### config.mk
export PLATFORM = sky130hd
export DESIGN_NAME = placement_verifier_flat
export DESIGN_NICKNAME = d
export VERILOG_FILES = /design/src/rtl/placement_verifier_if.sv /design/src/rtl/placement_verifier.sv /design/src/flat_wrapper.sv
export SDC_FILE = /design/constraint.sdc
export NUM_CORES = 1
export LEC_CHECK = 0
export BUFFER_PORTS_ARGS = -buffer_cell sky130_fd_sc_hd__buf_2
export CAP_MARGIN = 20
export CORE_ASPECT_RATIO = 0.5
export CORE_UTILIZATION = 57
export DETAILED_ROUTE_END_ITERATION = 8
export PLACE_DENSITY = 0.84
export SLEW_MARGIN = 15
export SYNTH_ARGS = -nofsm -noshare
export SYNTH_HDL_FRONTEND = slang
export SYNTH_SLANG_ARGS = --single-unit
### constraint.sdc
create_clock -name clk -period 9.55 [get_ports clk]
set_input_delay 1.91 -clock clk [delete_from_list [all_inputs] [get_ports clk]]
set_output_delay 1.91 -clock clk [all_outputs]
set_load 0.005 [all_outputs]
### src/rtl/placement_verifier_if.sv
// Control, result and memory-port bundle for the placement verifier.
// Latency: none (wiring only).
// Backpressure: none; memory ports are fixed-latency registered ROMs.
//
// master: the verifier (drives strobes, addresses and results).
// slave : the environment (drives start and the ROM read data).
interface placement_verifier_if;
   logic               start;
   logic               busy;
   logic               done;
   logic [1:0]         error_code;
   logic signed [31:0] cost;
   logic               grid_re;
   logic [31:0]        grid_addr;
   logic signed [31:0] grid_data;
   logic               ea_re;
   logic               eb_re;
   logic [31:0]        ea_addr;
   logic [31:0]        eb_addr;
   logic signed [31:0] ea_data;
   logic signed [31:0] eb_data;

   modport master (
      input  start, grid_data, ea_data, eb_data,
      output busy, done, error_code, cost,
             grid_re, grid_addr, ea_re, eb_re, ea_addr, eb_addr
   );

   modport slave (
      output start, grid_data, ea_data, eb_data,
      input  busy, done, error_code, cost,
             grid_re, grid_addr, ea_re, eb_re, ea_addr, eb_addr
   );
endinterface

### src/rtl/placement_verifier.sv
// Re-reads a finished placement grid, rebuilds node X/Y, recomputes wirelength.
// Latency: done is high 3*N*N + 3*N_EDGE + 1 cycles after start is sampled.
// Backpressure: none; start is ignored while busy, ROM reads are fixed latency.
//
// Ports: clk, reset (sync, active-high) plus bus (master modport):
//   start/busy/done handshake, error_code + cost results,
//   grid_re/grid_addr/grid_data grid ROM, ea_*/eb_* edge endpoint ROMs.
module placement_verifier #(
   parameter int N       = 4,
   parameter int N_NODES = 16,
   parameter int N_EDGE  = 15
) (
   input logic                  clk,
   input logic                  reset,
   placement_verifier_if.master bus
);

   localparam int CW    = (N > 1) ? $clog2(N) : 1;
   localparam int IW    = (N_NODES > 1) ? $clog2(N_NODES) : 1;
   localparam int NCELL = N * N;
   localparam logic [CW-1:0] YMAX      = CW'(N - 1);
   localparam logic [31:0]   LAST_CELL = 32'(NCELL - 1);
   localparam logic [31:0]   LAST_EDGE = 32'(N_EDGE - 1);

   typedef enum logic [2:0] {
      IDLE, SCAN_REQ, SCAN_WAIT, SCAN_CHK,
      EDGE_REQ, EDGE_WAIT, EDGE_EVAL, DONE
   } state_t;

   state_t               state;
   logic [31:0]          cell_cnt;
   logic [31:0]          edge_cnt;
   logic [CW-1:0]        scan_x;
   logic [CW-1:0]        scan_y;
   logic [N_NODES-1:0]   node_vld;
   logic [CW-1:0]        node_x [N_NODES];
   logic [CW-1:0]        node_y [N_NODES];

   // Grid cell decode
   logic                 g_empty;
   logic                 g_in;
   logic [IW-1:0]        g_idx;

   // Edge endpoint decode and wirelength term
   logic                 a_in, b_in, a_ok, b_ok;
   logic [IW-1:0]        a_idx, b_idx;
   logic signed [31:0]   xa, ya, xb, yb, dx, dy, adx, ady, wl;

   always_comb begin
      g_empty = (bus.grid_data == -32'sd1);
      g_in    = (bus.grid_data >= 0) && (bus.grid_data < N_NODES);
      g_idx   = bus.grid_data[IW-1:0];

      a_in  = (bus.ea_data >= 0) && (bus.ea_data < N_NODES);
      b_in  = (bus.eb_data >= 0) && (bus.eb_data < N_NODES);
      a_idx = bus.ea_data[IW-1:0];
      b_idx = bus.eb_data[IW-1:0];
      // Short-circuit keeps the valid-bit lookup behind the range check.
      a_ok  = a_in && node_vld[a_idx];
      b_ok  = b_in && node_vld[b_idx];

      xa  = signed'({{(32-CW){1'b0}}, node_x[a_idx]});
      ya  = signed'({{(32-CW){1'b0}}, node_y[a_idx]});
      xb  = signed'({{(32-CW){1'b0}}, node_x[b_idx]});
      yb  = signed'({{(32-CW){1'b0}}, node_y[b_idx]});
      dx  = xa - xb;
      dy  = ya - yb;
      adx = (dx < 0) ? -dx : dx;
      ady = (dy < 0) ? -dy : dy;
      // Adjacent cells count as zero wirelength, hence the -1.
      wl  = adx + ady - 32'sd1;
   end

   // Strobes, addresses and done are registered: each is set on the
   // transition into the state that owns it and cleared on the way out.
   always_ff @(posedge clk) begin
      if (reset) begin
         state          <= IDLE;
         bus.busy       <= 1'b0;
         bus.done       <= 1'b0;
         bus.error_code <= 2'd0;
         bus.cost       <= 32'sd0;
         bus.grid_re    <= 1'b0;
         bus.grid_addr  <= 32'd0;
         bus.ea_re      <= 1'b0;
         bus.eb_re      <= 1'b0;
         bus.ea_addr    <= 32'd0;
         bus.eb_addr    <= 32'd0;
         cell_cnt       <= 32'd0;
         edge_cnt       <= 32'd0;
         scan_x         <= '0;
         scan_y         <= '0;
         node_vld       <= '0;
      end else begin
         case (state)
            IDLE: begin
               if (bus.start) begin
                  node_vld       <= '0;
                  bus.cost       <= 32'sd0;
                  bus.error_code <= 2'd0;
                  cell_cnt       <= 32'd0;
                  edge_cnt       <= 32'd0;
                  scan_x         <= '0;
                  scan_y         <= '0;
                  bus.busy       <= 1'b1;
                  bus.grid_re    <= 1'b1;
                  bus.grid_addr  <= 32'd0;
                  state          <= SCAN_REQ;
               end
            end

            SCAN_REQ: begin
               bus.grid_re <= 1'b0;
               state       <= SCAN_WAIT;
            end

            SCAN_WAIT: begin
               state <= SCAN_CHK;
            end

            SCAN_CHK: begin
               if (g_empty) begin
                  // empty cell, nothing to record
               end else if (g_in) begin
                  if (node_vld[g_idx]) begin
                     // Duplicate: first position stays in the table.
                     if (bus.error_code == 2'd0) bus.error_code <= 2'd1;
                  end else begin
                     node_vld[g_idx] <= 1'b1;
                     node_x[g_idx]   <= scan_x;
                     node_y[g_idx]   <= scan_y;
                  end
               end else begin
                  if (bus.error_code == 2'd0) bus.error_code <= 2'd2;
               end

               if (cell_cnt == LAST_CELL) begin
                  if (N_EDGE == 0) begin
                     bus.done <= 1'b1;
                     state    <= DONE;
                  end else begin
                     edge_cnt    <= 32'd0;
                     bus.ea_re   <= 1'b1;
                     bus.eb_re   <= 1'b1;
                     bus.ea_addr <= 32'd0;
                     bus.eb_addr <= 32'd0;
                     state       <= EDGE_REQ;
                  end
               end else begin
                  cell_cnt      <= cell_cnt + 32'd1;
                  bus.grid_addr <= cell_cnt + 32'd1;
                  bus.grid_re   <= 1'b1;
                  // x-major walk: y is the fast index.
                  if (scan_y == YMAX) begin
                     scan_y <= '0;
                     scan_x <= scan_x + 1'b1;
                  end else begin
                     scan_y <= scan_y + 1'b1;
                  end
                  state <= SCAN_REQ;
               end
            end

            EDGE_REQ: begin
               bus.ea_re <= 1'b0;
               bus.eb_re <= 1'b0;
               state     <= EDGE_WAIT;
            end

            EDGE_WAIT: begin
               state <= EDGE_EVAL;
            end

            EDGE_EVAL: begin
               if (a_ok && b_ok) begin
                  bus.cost <= bus.cost + wl;
               end else if (bus.error_code == 2'd0) begin
                  bus.error_code <= 2'd3;
               end

               if (edge_cnt == LAST_EDGE) begin
                  bus.done <= 1'b1;
                  state    <= DONE;
               end else begin
                  edge_cnt    <= edge_cnt + 32'd1;
                  bus.ea_addr <= edge_cnt + 32'd1;
                  bus.eb_addr <= edge_cnt + 32'd1;
                  bus.ea_re   <= 1'b1;
                  bus.eb_re   <= 1'b1;
                  state       <= EDGE_REQ;
               end
            end

            DONE: begin
               bus.done <= 1'b0;
               bus.busy <= 1'b0;
               state    <= IDLE;
            end

            default: begin
               state <= IDLE;
            end
         endcase
      end
   end

endmodule

### src/flat_wrapper.sv
// flat-port wrapper written by rule: the top's interface ports become plain ports
module placement_verifier_flat 
#(
   parameter int N       = 4,
   parameter int N_NODES = 16,
   parameter int N_EDGE  = 15
)
  (clk, reset, bus_start, bus_grid_data, bus_ea_data, bus_eb_data, bus_busy, bus_done, bus_error_code, bus_cost, bus_grid_re, bus_grid_addr, bus_ea_re, bus_eb_re, bus_ea_addr, bus_eb_addr);
  placement_verifier_if bus_i ();
  input logic clk;
  input logic reset;
  input wire logic [$bits(bus_i.start)-1:0] bus_start;
  input wire logic [$bits(bus_i.grid_data)-1:0] bus_grid_data;
  input wire logic [$bits(bus_i.ea_data)-1:0] bus_ea_data;
  input wire logic [$bits(bus_i.eb_data)-1:0] bus_eb_data;
  output wire logic [$bits(bus_i.busy)-1:0] bus_busy;
  output wire logic [$bits(bus_i.done)-1:0] bus_done;
  output wire logic [$bits(bus_i.error_code)-1:0] bus_error_code;
  output wire logic [$bits(bus_i.cost)-1:0] bus_cost;
  output wire logic [$bits(bus_i.grid_re)-1:0] bus_grid_re;
  output wire logic [$bits(bus_i.grid_addr)-1:0] bus_grid_addr;
  output wire logic [$bits(bus_i.ea_re)-1:0] bus_ea_re;
  output wire logic [$bits(bus_i.eb_re)-1:0] bus_eb_re;
  output wire logic [$bits(bus_i.ea_addr)-1:0] bus_ea_addr;
  output wire logic [$bits(bus_i.eb_addr)-1:0] bus_eb_addr;
  assign bus_i.start = bus_start;
  assign bus_i.grid_data = bus_grid_data;
  assign bus_i.ea_data = bus_ea_data;
  assign bus_i.eb_data = bus_eb_data;
  assign bus_busy = bus_i.busy;
  assign bus_done = bus_i.done;
  assign bus_error_code = bus_i.error_code;
  assign bus_cost = bus_i.cost;
  assign bus_grid_re = bus_i.grid_re;
  assign bus_grid_addr = bus_i.grid_addr;
  assign bus_ea_re = bus_i.ea_re;
  assign bus_eb_re = bus_i.eb_re;
  assign bus_ea_addr = bus_i.ea_addr;
  assign bus_eb_addr = bus_i.eb_addr;
  placement_verifier #(.N(N), .N_NODES(N_NODES), .N_EDGE(N_EDGE)) u_core (.clk(clk), .reset(reset), .bus(bus_i));
endmodule
# Word-level counts from Yosys, hierarchy flattened
# Memory sizes are Yosys's and may differ from the RTL's.
# Cells that the tools add are included.
# word_totals
reg_bits	157
latchBits	0
ram_bits	64
romBits	0
inputBits	99
output_inout_bits	135
elab_cells	151
memories	2
# mem_list
memory	depth	width	rd	rd_ports_with_merged_regs	write_ports	line	rtl
u_core.node_x	16	2	2	0	1	placement_verifier.sv:36	logic [CW-1:0] node_x [N_NODES];
u_core.node_y	16	2	2	0	1	placement_verifier.sv:37	logic [CW-1:0] node_y [N_NODES];
# op_classes
add_sub_neg	11
n_mul	0
div_mod_pow	0
n_lt_le_gt_ge	12
n_eq_ne	26
shift	0
mux	58
n_bitwise	1
reduce_logical	28
# op_table
operator	count
2-to-1 mux 32 bit	7
case mux 32 bit (2 select lines)	3
greater-or-equal comparator 32 x 1 -> 1 bit, second input constant	3
less-than comparator 32 x 6 -> 1 bit, second input constant	3
case mux 32 bit (3 select lines)	1
adder 32 x 1 -> 32 bit, second input constant	2
adder 32 bit	2
== test 32 x 4 -> 1 bit, second input constant	2
less-than comparator 32 x 1 -> 1 bit, second input constant	2
2-to-1 mux 16 bit	4
negation 32 bit	2
== test 32 x 1 -> 1 bit, second input constant	1
case mux 16 bit (2 select lines)	1
subtractor 32 x 2 -> 32 bit, second input constant	1
2-to-1 mux 2 bit	13
case mux 3 bit (8 select lines)	1
bitwise OR 16 bit	1
less-than comparator 4 x 5 -> 1 bit, second input constant	3
2-to-1 mux 1 bit	15
AND reduction 3 bit	5
binary-select mux 1 bit (select 4 bit)	3
== test 3 bit, second input constant	4
inequality test 2 x 1 -> 1 bit, second input constant	6
inequality test 2 bit, second input constant	6
other kinds (23)	45

# Longest topological paths before layout
# depth
ltp_word	9
depth_mapped	23
mapped_depth_nobuf	21

# Worst setup path after synthesis
# No wires, ideal clock.
# synth_timing
kind	input to register
startpoint	input port bus_eb_data[0]
endpoint	register u_core.bus.cost[27]
setup_time_ps	126
t_arrival_ps	7896
t_required_ps	9424
setup_slack_ps	1528
stages	22
n_path_buf	2
cell_sequence	buf_4 buf_1 mux4_2 mux4_2 ha_1 fa_1 ha_1 a21oi_1 ha_1 fa_1 inv_1 ha_1 fa_1 a21o_1 a21oi_1 o21ai_0 a21boi_0 o41ai_2 a21o_1 a311oi_1 xor2_1 o21ai_0
# synth_between
elab_chain_cells	9
word_cells_on_any_way	24
cone_classes	add/sub: 7; order compare: 4; eq/ne: 1; mux: 6; reduce/logical: 4; memory: 2
# synth_rtl
element	line	rtl
from (decl)	flat_wrapper.sv:15	input wire logic [$bits(bus_i.eb_data)-1:0] bus_eb_data;
memory read (16 x 2 bit) (on tied branches)	n/a	
subtractor 2 x 2 -> 3 bit (on tied branches)	placement_verifier.sv:66, placement_verifier.sv:67	
negation 32 bit, or another cell as far along	placement_verifier.sv:68	adx = (dx < 0) ? -dx : dx;
2-to-1 mux 32 bit (on tied branches)	placement_verifier.sv:68, placement_verifier.sv:69	
adder 32 bit	placement_verifier.sv:71	wl = adx + ady - 32'sd1;
subtractor 32 x 2 -> 32 bit	placement_verifier.sv:71	
adder 32 bit	placement_verifier.sv:176	bus.cost <= bus.cost + wl;
2-to-1 mux 32 bit	placement_verifier.sv:175	if (a_ok && b_ok) begin
case mux 32 bit (2 select lines)	placement_verifier.sv:95	case (state)
to (signal assigned)	placement_verifier.sv:176	
to (decl)	placement_verifier_if.sv:25	output busy, done, error_code, cost,
# Several ways; a longest one is shown, not always the timed one. The select of a mux whose other input is x is not followed.
# A chain may end at the register's enable or synchronous reset.

# Worst setup path after layout
# layout_timing
startpoint	input port bus_eb_data[0]
endpoint	register u_core.bus.cost[29]
# Same word-level chain as after synthesis.

==> flow_summary.json <==
{
  "synthesis.yosys.warnings": 0,
  "worstSetupStartpointType": "input port",
  "flow.area_growth_from_synthesis_pct": 14.5,
  "synth_enable_flop_cells": 64,
  "detailedRoute.firstIterationViolations": 1154,
  "grt_pass1_vias": 10900,
  "detailed_place_hpwl_um": 25700,
  "antenna_cells": 0,
  "cp_common_cell": "sky130_fd_sc_hd__ha_1",
  "chipWidth_um": 217,
  "syn-mean-instance-area_um2": 9.48,
  "postRouteWirelength_um": 35000,
  "placement.io_buffers": 233,
  "h-tree-depth": 1,
  "cp_data_arrival_time_ns": 8.40,
  "crit_path_top_delay_cell": "sky130_fd_sc_hd__mux4_2",
  "clkLatencyLatePin_ns": 0.53,
  "reg2reg_end": "u_core.bus.cost[29]",
  "globalRouteTotalUtil_pct": 29.0,
  "antenna_found_initial": 1,
  "netlist_top_cells_area": "sky130_fd_sc_hd__dfxtp_1, sky130_fd_sc_hd__edfxtp_1, sky130_fd_sc_hd__mux4_2, sky130_fd_sc_hd__fa_1, sky130_fd_sc_hd__a21oi_1",
  "critPathRequiredTime_ns": 10.01,
  "min_period_ns": 7.94,
  "p_leak_nw": 6.12,
  "max_cap_viol_count": 0,
  "tritoncts.num_buffers": 21,
  "post_drt_wl_per_cell_um": 18.5,
  "synth_top_cell_area_share_pct": 23.9,
  "yosys_most_used_dff": "sky130_fd_sc_hd__dfxtp_1",
  "num_io_pins": 234,
  "die-height_um": 109,
  "synth-seq-cells": 221,
  "cts_tree": "done",
  "route.detailed.drc": 0,
  "worst_slew_pin_slew_ns": 1.12,
  "pre_cts_slack_ns": 1.13,
  "power.ir.vdd_worst_uv": 138,
  "synthDistinctLibCells": 66,
  "clkTransAtPathRegs_ns": 0.07,
  "vias_per_cell": 6.07,
  "numClockSinks": 221,
  "worstPathCellList": "buf_2 > mux4_2 > mux4_2 > ha_1 > fa_1 > ha_1 > a21oi_1 > ha_1 > fa_1 > inv_1 > ha_1 > fa_1 > a21o_1 > a21oi_1 > o21ai_0 > a21boi_0 > o41ai_2 > a311oi_1 > xor2_1 > or3_1 > nand2_1",
  "core_area_um2": 22100,
  "report.final.setup_viol": 0,
  "design.final.nets": 1759,
  "timing.clock.skew_ns": 0.0223,
  "min_path_cells": 2,
  "row_count": 38,
  "cts_resized": 0,
  "max_slew_margin_pct": 25.1,
  "route.vias.total": 11500,
  "hold_end": "u_core.bus.ea_addr[13]",
  "worst_slack_ns": 1.61,
  "grt_pass1_wl_um": 54900,
  "highest_fanout_seen_on_the_critical_path": 20,
  "cellPowerDensity_nw_per_um2": 149,
  "netlist_instances": 1385,
  "final_util_pct": 68.0,
  "timing.reg2reg.setup_slack_ns": 3.19,
  "synthesis.area_um2": 13100,
  "grt_setup_unrepaired": "no",
  "cts_max_path_buffers": 3,
  "slew_viol_final": 0,
  "min_period_over_period_pct": 83.1,
  "hold_violation_count_in_the_final_report": 0,
  "critPathKind": "in -> reg",
  "run_status": "finished, final reports clean",
  "reg2reg_depth": 21,
  "timing.hold.worst.class": "reg -> reg",
  "fillerInstances": 1702,
  "fraction_of_final_layout_cells_with_drive_strength_greater_than_1_pct": 21.9,
  "postRouteAntennaNets": 0,
  "grt_overflow": 0,
  "tns_ns": 0,
  "drtPass1Iterations": 5,
  "crit-reg2reg-launch": "u_core.node_x[15][0]",
  "routabilityCongestion": 0.927,
  "synth-async-reset-ratio_pct": 0,
  "cp-end-kind": "flip-flop",
  "critical_path.max_stage_delay_ns": 0.59,
  "cts_setup_buffers": 0,
  "netlist.top_cell.by_area": "sky130_fd_sc_hd__dfxtp_1",
  "hold_path_startpoint": "u_core.bus.ea_addr[13]",
  "die_area_um2": 23700,
  "floorplan.initialDensity_pct": 59.4,
  "clock_tree.root_cell": "sky130_fd_sc_hd__clkbuf_16",
  "ys_seq_area_share_pct": 38.6,
  "fmax_mhz": 126,
  "grt_start_max_net_pins": 63,
  "cts_hold_buf": 0
}
-- cells by family (layout without fill, tap and decap cells) --
| family | count (synthesis) | count (layout) | share of synthesized area (%) |
|---|---|---|---|
| and+or+nand+nor | 522 | 522 | 19.4 |
| adders and majority gates | 81 | 81 | 9.61 |
| muxes | 61 | 61 | 9.80 |
| xor gates and xnor gates | 85 | 85 | 5.67 |
| other | 2 | 38 | 0.0572 |
| buffers and inverters | 174 | 347 | 6.15 |
| AOI/OAI and AO/OA | 239 | 239 | 10.7 |
| DFF | 221 | 221 | 38.6 |
-- cell usage in the layout (no fill, tap or decap), types with 5 or more instances in the layout --
cell type,synthesis,layout
sky130_fd_sc_hd__o21ai_0,38,37
sky130_fd_sc_hd__inv_1,70,70
sky130_fd_sc_hd__xnor2_1,44,44
sky130_fd_sc_hd__nand2_1,147,147
sky130_fd_sc_hd__dfxtp_1,157,157
sky130_fd_sc_hd__and3_1,11,11
sky130_fd_sc_hd__mux4_2,54,54
sky130_fd_sc_hd__or3_1,6,6
sky130_fd_sc_hd__a21oi_1,129,129
sky130_fd_sc_hd__a21o_1,19,19
sky130_fd_sc_hd__nand2b_1,6,6
sky130_fd_sc_hd__or2_2,6,6
sky130_fd_sc_hd__a211oi_1,7,7
sky130_fd_sc_hd__buf_4,36,6
sky130_fd_sc_hd__or4_1,5,5
sky130_fd_sc_hd__fa_1,33,33
sky130_fd_sc_hd__nor2b_1,17,17
sky130_fd_sc_hd__a22oi_1,16,16
sky130_fd_sc_hd__nand4_1,27,27
sky130_fd_sc_hd__a31oi_1,7,7
sky130_fd_sc_hd__ha_1,48,48
sky130_fd_sc_hd__nand3b_1,7,7
sky130_fd_sc_hd__xor2_1,41,41
sky130_fd_sc_hd__clkbuf_16,0,21
sky130_fd_sc_hd__edfxtp_1,64,64
sky130_fd_sc_hd__nand3_1,63,63
sky130_fd_sc_hd__nor2_1,130,129
sky130_fd_sc_hd__and2_1,6,6
sky130_fd_sc_hd__nor4_1,51,51
sky130_fd_sc_hd__mux2i_1,7,7
sky130_fd_sc_hd__nor3_1,24,24
sky130_fd_sc_hd__buf_2,9,232
sky130_fd_sc_hd__conb_1,2,38
-- worst max-delay path by stage --
stage	startpoint	end	slack, ns	cells past startpoint
floorplan	bus_eb_data[0]	u_core.bus.cost[27]	1.53	22
global placement	bus_eb_data[0]	u_core.bus.cost[27]	1.29	21
detailed placement	bus_eb_data[0]	u_core.bus.cost[29]	1.13	21
CTS	bus_ea_data[0]	u_core.bus.cost[29]	1.64	22
global route	bus_ea_data[0]	u_core.bus.cost[31]	1.19	22
finish	bus_eb_data[0]	u_core.bus.cost[29]	1.61	21
-- state kept, by name, summed over array words and instances, names as in the netlist, 2 cells and up --
signal	count
u_core.bus.error_code	2
u_core.edge_cnt	32
u_core.scan_y	2
u_core.bus.grid_addr	32
u_core.bus.cost	32
u_core.state	3
u_core.bus.ea_addr	32
u_core.node_x	32
u_core.node_vld	16
u_core.scan_x	2
u_core.node_y	32
-- worst max-delay path, delay by kind of cell --
| family | cells | cell delay, ns |
|---|---|---|
| buffers and inverters | 2 | 0.58 |
| adders and majority gates | 7 | 2.39 |
| muxes | 2 | 1.08 |
| xor gates and xnor gates | 1 | 0.11 |
| AOI/OAI and AO/OA | 7 | 1.92 |
| and+or+nand+nor | 2 | 0.38 |
-- routing by layer --
metal	vias up	GRT usage, %	part of all wire (%)
met5	-	0	0.037
met4	2	11.3	3.4
met3	104	4.76	7.0
met2	568	48.9	48
met1	5562	38.1	41
li1	5268	-	-
-- per-stage QoR --
step                total power, mW  instance area [µm²]  cells  hold WS, ns
floorplan                      1.27                13300   1421        0.449
global placement               1.35                14300   1855        0.452
detailed placement             1.36                14300   1856        0.459
CTS                            2.24                15000   1894        0.469
global route                   2.33                15000   1894        0.492
finish                         2.24                15000   1894        0.463
-- cells in the mapped netlist, drive strengths merged (27+ instances only) --
library cell	number
dfxtp	157
nand2	147
nor2	131
a21oi	130
inv	70
edfxtp	64
nand3	63
clkbuf	54
mux4	54
nor4	53
buf	50
ha	48
xnor2	44
xor2	41
o21ai	39
fa	33
nand4	27
-- report_power, final --
group | switching (mW) | internal, mW | leakage, nW | total (mW)
clock network | 0.385 | 0.498 | 0.339 | 0.883
logic | 0.227 | 0.159 | 3.90 | 0.386
registers | 0.00666 | 0.963 | 1.88 | 0.970
-- layout make-up --
| cell class | instances | area (µm²) | area share [%] |
|---|---|---|---|
| Clock buffer | 24 | 547 | 3.64 |
| Inverter | 70 | 263 | 1.75 |
| Timing Repair Buffer | 239 | 1220 | 8.10 |
| Sequential cell | 221 | 5060 | 33.7 |
| Multi-Input combinational cell | 1026 | 7400 | 49.2 |
| Tap cell | 300 | 375 | 2.50 |
| Clock inverter | 14 | 165 | 1.10 |
No activity file was read; power rests on OpenSTA's default activity.
